===== config.mk =====
export PLATFORM = sky130hd
export DESIGN_NAME = alu_exec_unit
export DESIGN_NICKNAME = d
export VERILOG_FILES = /design/src/rtl/alu_pkg.sv /design/src/rtl/alu_shift_iter.sv /design/src/rtl/alu_exec_unit.sv
export SDC_FILE = /design/constraint.sdc
export NUM_CORES = 1
export LEC_CHECK = 0
export ABC_AREA = 1
export BUFFER_PORTS_ARGS = -buffer_cell sky130_fd_sc_hd__buf_2
export CAP_MARGIN = 40
export CORE_ASPECT_RATIO = 1.25
export CORE_MARGIN = 2
export CORE_UTILIZATION = 40
export DETAILED_ROUTE_END_ITERATION = 10
export RECOVER_POWER = 50
export SETUP_SLACK_MARGIN = 0.15
export SYNTH_ARGS = -nofsm -noshare
export SYNTH_HDL_FRONTEND = slang
export SYNTH_HIERARCHICAL = 1
export SYNTH_SLANG_ARGS = --single-unit

===== constraint.sdc =====
create_clock -name clk -period 3 [get_ports clk]
set_input_delay 0.15 -clock clk [delete_from_list [all_inputs] [get_ports clk]]
set_output_delay 0.15 -clock clk [all_outputs]
set_load 0.03 [all_outputs]

===== src/rtl/alu_pkg.sv =====
// Shared opcode/funct constants, FSM state type and flag helpers for the ALU execute stage.
// Combinational helpers only; no state.
// Not applicable: no handshake in this file.
package alu_pkg;

  localparam logic [5:0] OP_RTYPE = 6'h00;
  localparam logic [5:0] OP_BEQ   = 6'h04;
  localparam logic [5:0] OP_BNE   = 6'h05;
  localparam logic [5:0] OP_ADDI  = 6'h08;
  localparam logic [5:0] OP_ADDIU = 6'h09;
  localparam logic [5:0] OP_SLTI  = 6'h0a;
  localparam logic [5:0] OP_SLTIU = 6'h0b;
  localparam logic [5:0] OP_ANDI  = 6'h0c;
  localparam logic [5:0] OP_ORI   = 6'h0d;
  localparam logic [5:0] OP_XORI  = 6'h0e;
  localparam logic [5:0] OP_LW    = 6'h23;
  localparam logic [5:0] OP_SW    = 6'h2b;

  localparam logic [5:0] F_SLL  = 6'h00;
  localparam logic [5:0] F_SRL  = 6'h02;
  localparam logic [5:0] F_SRA  = 6'h03;
  localparam logic [5:0] F_SLLV = 6'h04;
  localparam logic [5:0] F_SRLV = 6'h06;
  localparam logic [5:0] F_SRAV = 6'h07;
  localparam logic [5:0] F_ADD  = 6'h20;
  localparam logic [5:0] F_ADDU = 6'h21;
  localparam logic [5:0] F_SUB  = 6'h22;
  localparam logic [5:0] F_SUBU = 6'h23;
  localparam logic [5:0] F_AND  = 6'h24;
  localparam logic [5:0] F_OR   = 6'h25;
  localparam logic [5:0] F_XOR  = 6'h26;
  localparam logic [5:0] F_NOR  = 6'h27;
  localparam logic [5:0] F_SLT  = 6'h2a;
  localparam logic [5:0] F_SLTU = 6'h2b;

  localparam int FLAG_ZERO = 2;
  localparam int FLAG_NEG  = 1;
  localparam int FLAG_OVF  = 0;

  typedef enum logic [1:0] {IDLE, EXEC, DONE} state_t;

  // For signed set-less-than the result is 0/1, so "negative" reports the comparison itself.
  function automatic logic [2:0] flags_of(input logic [31:0] value, input logic lt_sel,
                                          input logic ovf);
    logic [2:0] f;
    f            = '0;
    f[FLAG_ZERO] = (value == '0);
    f[FLAG_NEG]  = lt_sel ? value[0] : value[31];
    f[FLAG_OVF]  = ovf;
    return f;
  endfunction

  // if/else rather than ?: so the arithmetic shift keeps its signed context.
  function automatic logic [31:0] shift_by(input logic [31:0] value, input logic [4:0] amt,
                                           input logic left, input logic arith);
    logic signed [31:0] sv;
    logic [31:0]        r;
    sv = $signed(value) >>> amt;
    if (left)       r = value << amt;
    else if (arith) r = sv;
    else            r = value >> amt;
    return r;
  endfunction

endpackage


===== src/rtl/alu_shift_iter.sv =====
// Iterative 32-bit shifter: moves up to SHIFT_STEP bit positions per cycle after a load.
// Latency: ceil(amount/SHIFT_STEP) cycles after load; done flags the cycle of the final step.
// No backpressure: runs to completion once loaded; a new load restarts it.
module alu_shift_iter
  import alu_pkg::*;
#(
  parameter int SHIFT_STEP = 1
) (
  input  logic        clk,
  input  logic        rst_n,
  input  logic        load,
  input  logic [31:0] value,
  input  logic [4:0]  amount,
  input  logic        dir,
  input  logic        arith,
  output logic        done,
  output logic [31:0] result
);

  localparam logic [4:0] STEP_W = 5'(SHIFT_STEP);

  logic [31:0] value_q;
  logic [4:0]  cnt_q;
  logic [4:0]  stp;
  logic        left_q;
  logic        arith_q;

  assign stp = (cnt_q < STEP_W) ? cnt_q : STEP_W;
  // result is the value after this cycle's step, so the final step can be captured directly.
  assign result = shift_by(value_q, stp, left_q, arith_q);
  assign done   = (cnt_q != '0) && (cnt_q <= STEP_W);

  always_ff @(posedge clk or negedge rst_n) begin
    if (!rst_n) begin
      value_q <= '0;
      cnt_q   <= '0;
      left_q  <= 1'b0;
      arith_q <= 1'b0;
    end else if (load) begin
      value_q <= value;
      cnt_q   <= amount;
      left_q  <= dir;
      arith_q <= arith;
    end else if (cnt_q != '0) begin
      value_q <= result;
      cnt_q   <= cnt_q - stp;
    end
  end

endmodule


===== src/rtl/alu_exec_unit.sv =====
// Sequential MIPS ALU execute stage; ALU_SHIFT_FAST_EN selects a single-cycle barrel shifter.
// Latency: 1 cycle, or 1+ceil(n/SHIFT_STEP) for shifts by n>0 in the iterative build.
// Backpressure: result held in DONE until out_ready; in_ready only in IDLE.
module alu_exec_unit
  import alu_pkg::*;
#(
  parameter int SHIFT_STEP = 1
) (
  input  logic        clk,
  input  logic        rst_n,
  input  logic        in_valid,
  output logic        in_ready,
  input  logic [31:0] i_datain,
  input  logic [31:0] gr1,
  input  logic [31:0] gr2,
  output logic        out_valid,
  input  logic        out_ready,
  output logic [31:0] c,
  output logic [2:0]  flags,
  output logic        illegal
);

  state_t      state_q;
  logic [5:0]  op;
  logic [5:0]  fn;
  logic [4:0]  shamt;
  logic [31:0] imm_s;
  logic [31:0] imm_z;
  logic [31:0] sum;
  logic [31:0] diff;
  logic [31:0] sum_i;
  logic        add_ovf;
  logic        sub_ovf;
  logic        addi_ovf;
  logic        slt_ab;
  logic        slt_ai;
  logic        unused_rsrt;

  logic [31:0] res_c;
  logic [2:0]  res_flags;
  logic        res_ovf;
  logic        res_ill;
  logic        slt_fam;
  logic        is_shift;
  logic        sh_left;
  logic        sh_arith;
  logic [4:0]  sh_amt;
  logic        go_exec;
  logic        sh_done;
  logic [31:0] sh_result;

  assign op          = i_datain[31:26];
  assign fn          = i_datain[5:0];
  assign shamt       = i_datain[10:6];
  assign imm_s       = {{16{i_datain[15]}}, i_datain[15:0]};
  assign imm_z       = {16'h0000, i_datain[15:0]};
  assign unused_rsrt = ^i_datain[25:16];

  assign sum      = gr1 + gr2;
  assign diff     = gr1 - gr2;
  assign sum_i    = gr1 + imm_s;
  assign add_ovf  = (gr1[31] == gr2[31]) && (sum[31] != gr1[31]);
  assign sub_ovf  = (gr1[31] != gr2[31]) && (diff[31] != gr1[31]);
  assign addi_ovf = (gr1[31] == imm_s[31]) && (sum_i[31] != gr1[31]);
  assign slt_ab   = $signed(gr1) < $signed(gr2);
  assign slt_ai   = $signed(gr1) < $signed(imm_s);

  always_comb begin
    res_c    = '0;
    res_ovf  = 1'b0;
    res_ill  = 1'b0;
    slt_fam  = 1'b0;
    is_shift = 1'b0;
    sh_left  = 1'b0;
    sh_arith = 1'b0;
    sh_amt   = shamt;
    case (op)
      OP_RTYPE: begin
        case (fn)
          F_ADD:  begin res_c = sum;  res_ovf = add_ovf; end
          F_ADDU: res_c = sum;
          F_SUB:  begin res_c = diff; res_ovf = sub_ovf; end
          F_SUBU: res_c = diff;
          F_AND:  res_c = gr1 & gr2;
          F_OR:   res_c = gr1 | gr2;
          F_XOR:  res_c = gr1 ^ gr2;
          F_NOR:  res_c = ~(gr1 | gr2);
          F_SLT:  begin res_c = {31'b0, slt_ab}; slt_fam = 1'b1; end
          F_SLTU: res_c = {31'b0, (gr1 < gr2)};
          F_SLL:  begin is_shift = 1'b1; sh_left = 1'b1; end
          F_SRL:  is_shift = 1'b1;
          F_SRA:  begin is_shift = 1'b1; sh_arith = 1'b1; end
          F_SLLV: begin is_shift = 1'b1; sh_left = 1'b1; sh_amt = gr1[4:0]; end
          F_SRLV: begin is_shift = 1'b1; sh_amt = gr1[4:0]; end
          F_SRAV: begin is_shift = 1'b1; sh_arith = 1'b1; sh_amt = gr1[4:0]; end
          default: res_ill = 1'b1;
        endcase
      end
      OP_ADDI:          begin res_c = sum_i; res_ovf = addi_ovf; end
      OP_ADDIU:         res_c = sum_i;
      OP_SLTI:          begin res_c = {31'b0, slt_ai}; slt_fam = 1'b1; end
      OP_SLTIU:         res_c = {31'b0, (gr1 < imm_s)};
      OP_ANDI:          res_c = gr1 & imm_z;
      OP_ORI:           res_c = gr1 | imm_z;
      OP_XORI:          res_c = gr1 ^ imm_z;
      OP_LW, OP_SW:     res_c = sum_i;
      OP_BEQ, OP_BNE:   res_c = diff;
      default:          res_ill = 1'b1;
    endcase
`ifdef ALU_SHIFT_FAST_EN
    if (is_shift) res_c = shift_by(gr2, sh_amt, sh_left, sh_arith);
`else
    // Only reached for a zero shift; non-zero amounts finish in the iterative shifter.
    if (is_shift) res_c = gr2;
`endif
    res_flags = res_ill ? 3'b000 : flags_of(res_c, slt_fam, res_ovf);
  end

`ifdef ALU_SHIFT_FAST_EN
  assign go_exec   = 1'b0;
  assign sh_done   = 1'b0;
  assign sh_result = '0;
`else
  assign go_exec = is_shift && (sh_amt != '0);

  alu_shift_iter #(
    .SHIFT_STEP(SHIFT_STEP)
  ) u_shift (
    .clk    (clk),
    .rst_n  (rst_n),
    .load   ((state_q == IDLE) && in_valid && go_exec),
    .value  (gr2),
    .amount (sh_amt),
    .dir    (sh_left),
    .arith  (sh_arith),
    .done   (sh_done),
    .result (sh_result)
  );
`endif

  always_ff @(posedge clk or negedge rst_n) begin
    if (!rst_n) begin
      state_q   <= IDLE;
      in_ready  <= 1'b1;
      out_valid <= 1'b0;
      c         <= '0;
      flags     <= '0;
      illegal   <= 1'b0;
    end else begin
      case (state_q)
        IDLE: begin
          if (in_valid) begin
            in_ready <= 1'b0;
            if (go_exec) begin
              state_q <= EXEC;
            end else begin
              state_q   <= DONE;
              out_valid <= 1'b1;
              c         <= res_c;
              flags     <= res_flags;
              illegal   <= res_ill;
            end
          end
        end
        EXEC: begin
          if (sh_done) begin
            state_q   <= DONE;
            out_valid <= 1'b1;
            c         <= sh_result;
            flags     <= flags_of(sh_result, 1'b0, 1'b0);
            illegal   <= 1'b0;
          end
        end
        DONE: begin
          // in_ready rises only after this edge, so no accept overlaps the release.
          if (out_ready) begin
            state_q   <= IDLE;
            out_valid <= 1'b0;
            in_ready  <= 1'b1;
          end
        end
        default: begin
          state_q   <= IDLE;
          out_valid <= 1'b0;
          in_ready  <= 1'b1;
        end
      endcase
    end
  end

endmodule

-- Word-level counts from Yosys, hierarchy flattened
Cells that the tools add are included.
- register bits: 79
- input bits: 100
- output and inout port bits: 38
- word-level logic and storage cells: 150
- add/subtract/negate cells: 4
- magnitude comparators: 6
- equality and inequality tests: 38
- shift-type cells: 3
- multiplexer cells: 51
- bitwise gates (word level): 8
- reductions and logical operators: 30
- operator list (operator ; count):
    case mux 32 bit (8 select lines) ; 2
    two-way mux 32 bit ; 8
    < comparator 32 bit ; 3
    == test 6 bit, second input constant ; 12
    adder 32 bit ; 2
    logical NOT 32 bit ; 2
    case mux 32 bit (2 select lines) ; 1
    == test 6 x 4 -> 1 bit, second input constant ; 7
    bitwise AND 32 x 16 -> 32 bit ; 1
    bitwise AND 32 bit ; 1
    < comparator 32 x 16 -> 1 bit ; 1
    inverter 32 bit ; 1
    bitwise OR 32 x 16 -> 32 bit ; 1
    bitwise OR 32 bit ; 1
    left shift 32 x 5 -> 32 bit ; 1
    right shift 32 x 5 -> 32 bit ; 1
    >>> shifter 32 x 5 -> 32 bit ; 1
    subtractor 32 bit ; 1
    XOR 32 x 16 -> 32 bit ; 1
    XOR 32 bit ; 1
    == test 6 x 3 -> 1 bit, second input constant ; 5
    two-way mux 5 bit ; 5
    two-way mux 1 bit ; 18
    OR reduction 16 bit ; 1
    28 further kinds ; 62

-- Longest topological paths before layout
- word-level depth: 10
- mapped depth: 24
- gate-level depth less buffers: 23

-- Modules after synthesis
The synthesis kept the hierarchy.
- by module, submodules not included (module ; instances ; cells an instance ; area each (sq um) ; sequential area each (sq um)):
    alu_exec_unit ; 1 ; 2597 ; 13447.9 ; 1002.2
    alu_shift_iter ; 1 ; 391 ; 2625.0 ; 975.9

-- Worst setup path after synthesis
OpenSTA, ideal clock, no wires.
- kind: input port to flip-flop
- start: input port i_datain[15]
- end: register flags[2]
- library setup time: 0.077 ns
- arrival: 2.404 ns
- required time: 2.923 ns
- setup slack: 0.518 ns
- cell stages on the path: 20
- path buffers: 0
- cells stage by stage: inv_1 > ha_1 > inv_1 > nand2_1 > inv_1 > nand2_1 > nor3_1 > inv_1 > or2_2 > nand3_1 > nand2_1 > nand2_1 > nor2_1 > nor2_1 > nand2_1 > nor2_1 > nand2_1 > nor2_1 > nand3_1 > a21oi_1
- longest elaborated chain between the ends: 8
- elaborated cells between the ends (all ways): 13
- those cells by class: add/sub: 1; order compare: 2; mux: 6; bitwise: 3; reduce/logical: 1
- RTL lines (what ; line ; source):
    start, declared ; alu_exec_unit.sv:13 ; input logic [31:0] i_datain,
    adder 32 bit, or another cell as far along ; alu_exec_unit.sv:61 ; assign sum_i = gr1 + imm_s;
    case mux 32 bit (8 select lines) (*) ; alu_exec_unit.sv:77 ; case (op)
    two-way mux 32 bit (*) ; alu_exec_unit.sv:114 ; if (is_shift) res_c = gr2;
    logical NOT 32 bit (*) ; alu_pkg.sv:47 ; f[FLAG_ZERO] = (value == '0);
    two-way mux 3 bit (*) ; alu_exec_unit.sv:116 ; res_flags = res_ill ? 3'b000 : flags_of(res_c, slt_fam, res_ovf);
    two-way mux 3 bit (*) ; alu_exec_unit.sv:154 ; if (go_exec) begin
    two-way mux 3 bit (*) ; alu_exec_unit.sv:152 ; if (in_valid) begin
    case mux 3 bit (2 select lines) (*) ; alu_exec_unit.sv:150 ; case (state_q)
    end signal, assigned ; alu_exec_unit.sv:160 ; flags <= res_flags;
    end signal, assigned ; alu_exec_unit.sv:170 ; flags <= flags_of(sh_result, 1'b0, 1'b0);
    end, declared ; alu_exec_unit.sv:19 ; output logic [2:0] flags,
Mark *: on every way between the ends. The rest lies on a longest branch, timed or not. The select of a mux whose other input is x is not followed.
A chain may end at the register's enable or synchronous reset.

-- Final worst setup path
- start: input port gr1[3]
- end: register flags[2]
- longest elaborated chain between the ends: 10
- elaborated cells between the ends (all ways): 28
- those cells by class: add/sub: 3; order compare: 4; eq/ne: 1; mux: 9; bitwise: 7; reduce/logical: 4
- RTL lines (what ; line ; source):
    start, declared ; alu_exec_unit.sv:14 ; input logic [31:0] gr1,
    parallel branches: the longest is 10 deep, another holds subtractor 32 bit ; n/a ;
Several ways; the timed one is not identified. The select of a mux whose other input is x is not followed.

==> results by group <==
Global routing
  • GRT Overall Usage: 37.9%
  • Total global routing overflow: 0
  • Pin count of the biggest net entering global routing: 57
  • First-pass GRT wire length: 120000 um
  • Initial antenna violation count: 0
  • Vias in the first global route: 20900

Floorplanning
  • Die height: 228 um
  • Chip width: 183 um
  • Starting Density: between 40% and 50%
  • Boundary pin count: approximately 140
  • Total die area: between 0.04 and 0.05 mm^2
  • Core ar.: 0.0399 mm^2
  • Rows: 82

Power
  • Overall Power: approximately 9 mW
  • Power per cell area: between 400 and 500 mW/mm^2
  • VDD IR max: 0.519 mV
  • Leak: 12.6 nW

Synthesis
  • Syn avg cell area: 5.38 um^2
  • Synth area leaders: nand2_1 (24%), ha_1 (14%), dfrtp_1 (12%)
  • Netlist cell types: between 50 and 60
  • Seq/Total Area, Yosys: 12.3%
  • Ys async rst share: 100%
  • Main synth FF type: dfrtp_1
  • Dominant cell type by area after synthesis: nand2_1
  • Synthesized cell area: ~0.016 mm^2
  • FF+latch count, synth: 79
  • Post-Syn Nets: 3268
  • Syn Inst Count: 2988
  • Area share of the largest cell type after synthesis: 24.1%
  • Post-synth EDFFs: 0
  • YS warnings: 6

Timing
  • Rel. slew slack: under 10%
  • Final period util: roughly 90%
  • Worst hold margin: 112 ps
  • Pins Over Slew Limit: 0
  • Least-Margin Pin Slew: around 1500 ps
  • Final worst slack: 326 ps
  • FMAX: 0.374 GHz
  • Final hold violation count: 0
  • RSZ-0062 raised after global routing: false
  • Final setup viols: 0
  • Minimum clock period: 2670 ps
  • Layout Skew: 6.81 ps

Placement
  • Post-DP HPWL: just under 70000 um
  • Placed Area: 0.0207 mm^2
  • GPL Wtd Cong: 1.01
  • PortBufs: 127
  • Post-place setup slack: -184 ps

Cells and area
  • Fillers: roughly 4300
  • Share of layout cells above drive strength 1: 21.1%
  • Final Instance Area: 0.0213 mm^2
  • Multi-input gate area: roughly 0.012 mm^2
  • Register area: 0.00198 mm^2
  • Diode count: 0
  • Synthesis-to-layout area growth: 32.8%
  • Final net count: 3814

Setup path
  • Critical path type: in -> reg
  • Startpoint class of the critical path: input pin
  • WP data arrival: 2950 ps
  • Maximum net fanout on the critical path: 3
  • CP required: ~3300 ps
  • Reg2reg path depth: 11
  • Crit end category: register

Routing
  • Final wirelength: 80300 um
  • Routed Antenna Nets: 0
  • Drt first pass iters: 6
  • Vias: 21600
  • DRC: 0
  • DR WL/cell: 19.9 um
  • Drt via density: around 5.3
  • DRT iter0 DRCs: 1974

Worst hold path
  • Worst Hold Class: in -> reg
  • Hold Path Stages: 4

Clock tree
  • Worst-Skew Late Latency: 350 ps
  • CTS tree: built
  • Clock Tree Buf Depth: 2
  • Clk slew on worst S/H paths: 60 ps
  • Clock buffer count from CTS: 9
  • # clock sinks: 79
  • Clock root buffer: clkbuf_16
  • Depth of the CTS H-tree: 3

Job
  • Max-cap check violation count: 0

Status
  • Status: finished, final reports clean
report_power, final:
part           leakage [nW]  total, mW  internal (mW)  switching, mW
clock network         0.156       1.20          0.751          0.447
logic                  11.4       6.09           2.22           3.87
registers              1.02       1.78           1.48          0.301
logic make-up after synthesis:
kind of cell	synth area share [%]
adder cells (fa/ha/maj)	14.2
AO/OA/AOI/OAI	12.7
XOR/XNOR	0.545
multiplexers	0.125
AND/OR/NAND/NOR	45.9
buffers and inverters	14.3
flip-flops	12.3
critical path, stage by stage:
cell	delay, ps
buf_2	90
inv_1	50
ha_2	400
nand2_1	80
inv_1	160
nand4_1	260
nand2_2	190
nand2_1	80
nand2_1	190
nand2_1	180
nand3_1	110
nand2_1	50
nand2_1	50
nor2_1	50
nor2_1	120
buf_4	150
nand2_1	70
nor2_1	100
nand3_1	80
nor2_1	110
nand3_1	80
a21oi_1	130
final timing paths:
kind	startpoint	slack, ps	to
max	gr1[3]	330	flags[2]$_DFFE_PN0P_
min	out_ready	110	state_q[1]$_DFFE_PN0P_
max reg2reg	u_shift/cnt_q[2]$_DFFE_PN0P_	390	flags[2]$_DFFE_PN0P_
min reg2reg	c[2]$_DFFE_PN0P_	480	c[2]$_DFFE_PN0P_
max in group asynchronous	rst_n	1340	in_ready$_DFFE_PN1P_
min in group asynchronous	rst_n	690	c[4]$_DFFE_PN0P_
flip-flops by register name, summed over array words and instances (netlist names):
name             flops
out_valid            1
u_shift/value_q     32
u_shift/left_q       1
u_shift/cnt_q        5
u_shift/arith_q      1
state_q              2
illegal              1
c                   32
flags                3
in_ready             1
layout by cell type (no fill, tap or decap), drive strengths merged, types with 2 or more instances in the layout:
master / count
ha: 177
fa: 3
mux2i: 2
o22ai: 30
o211ai: 9
a21boi: 3
nand4: 23
xor2: 9
clkinv: 6
nor2: 329
buf: 605
clkbuf: 31
or2: 10
a211oi: 6
nand3: 309
nor3: 47
o21bai: 10
o21a: 4
nand3b: 6
and2: 4
inv: 479
nand2: 1038
nor4: 9
bufinv: 2
a221oi: 11
a21oi: 121
dfrtp: 78
o21ai: 168
cell type report:
| class | instances | area share, % |
|---|---|---|
| timing repair buffer | 626 | 21.1 |
| tap | 504 | 2.95 |
| multi-input combinational | 2335 | 56.7 |
| sequential | 79 | 9.27 |
| clock inverter | 5 | 0.381 |
| clock buffer | 11 | 1.14 |
| inverter | 483 | 8.49 |
stage by stage:
stage / instances / util (%) / setup TNS [ps]
final: 4043 / 53.5 / 0
after global routing: 4043 / 53.5 / 0
after CTS: 4035 / 52.7 / 0
after detailed placement: 4018 / 51.8 / -408
after global placement: 4017 / 51.8 / -291
after floorplan: 2988 / - / 0
cells in the mapped netlist, types with 7 or more instances:
cell type,number
nand4_1,23
nand3_1,303
ha_1,177
inv_1,473
a221oi_1,11
nor2_1,321
o21ai_0,113
clkbuf_1,40
o211ai_1,9
nor3_1,45
a21oi_1,120
o21ai_1,45
buf_2,30
buf_6,11
o22ai_1,30
buf_1,7
dfrtp_1,78
xor2_1,9
o21bai_1,10
or2_2,9
nor4_1,9
nand2_1,1032
o21ai_2,10
repair_timing:
| action | CTS | global route |
|---|---|---|
| endpoints found under the setup margin | 0 | 10 |
| setup buffers | 0 | 7 |
| resized for setup | 0 | 81 |
| hold endpoints to repair | 23 | 0 |
| hold buffers | 1 | 0 |
metal layers:
metal | part of all wire [%] | track usage, % | up-vias
met5 | 0 | 0 | -
met2 | 46 | 62.4 | 978
li1 | - | - | 10500
met3 | 8.5 | 5.54 | 190
met4 | 4.6 | 16.2 | 0
met1 | 41 | 49.1 | 9907
Power figures use the tool's default switching activity.
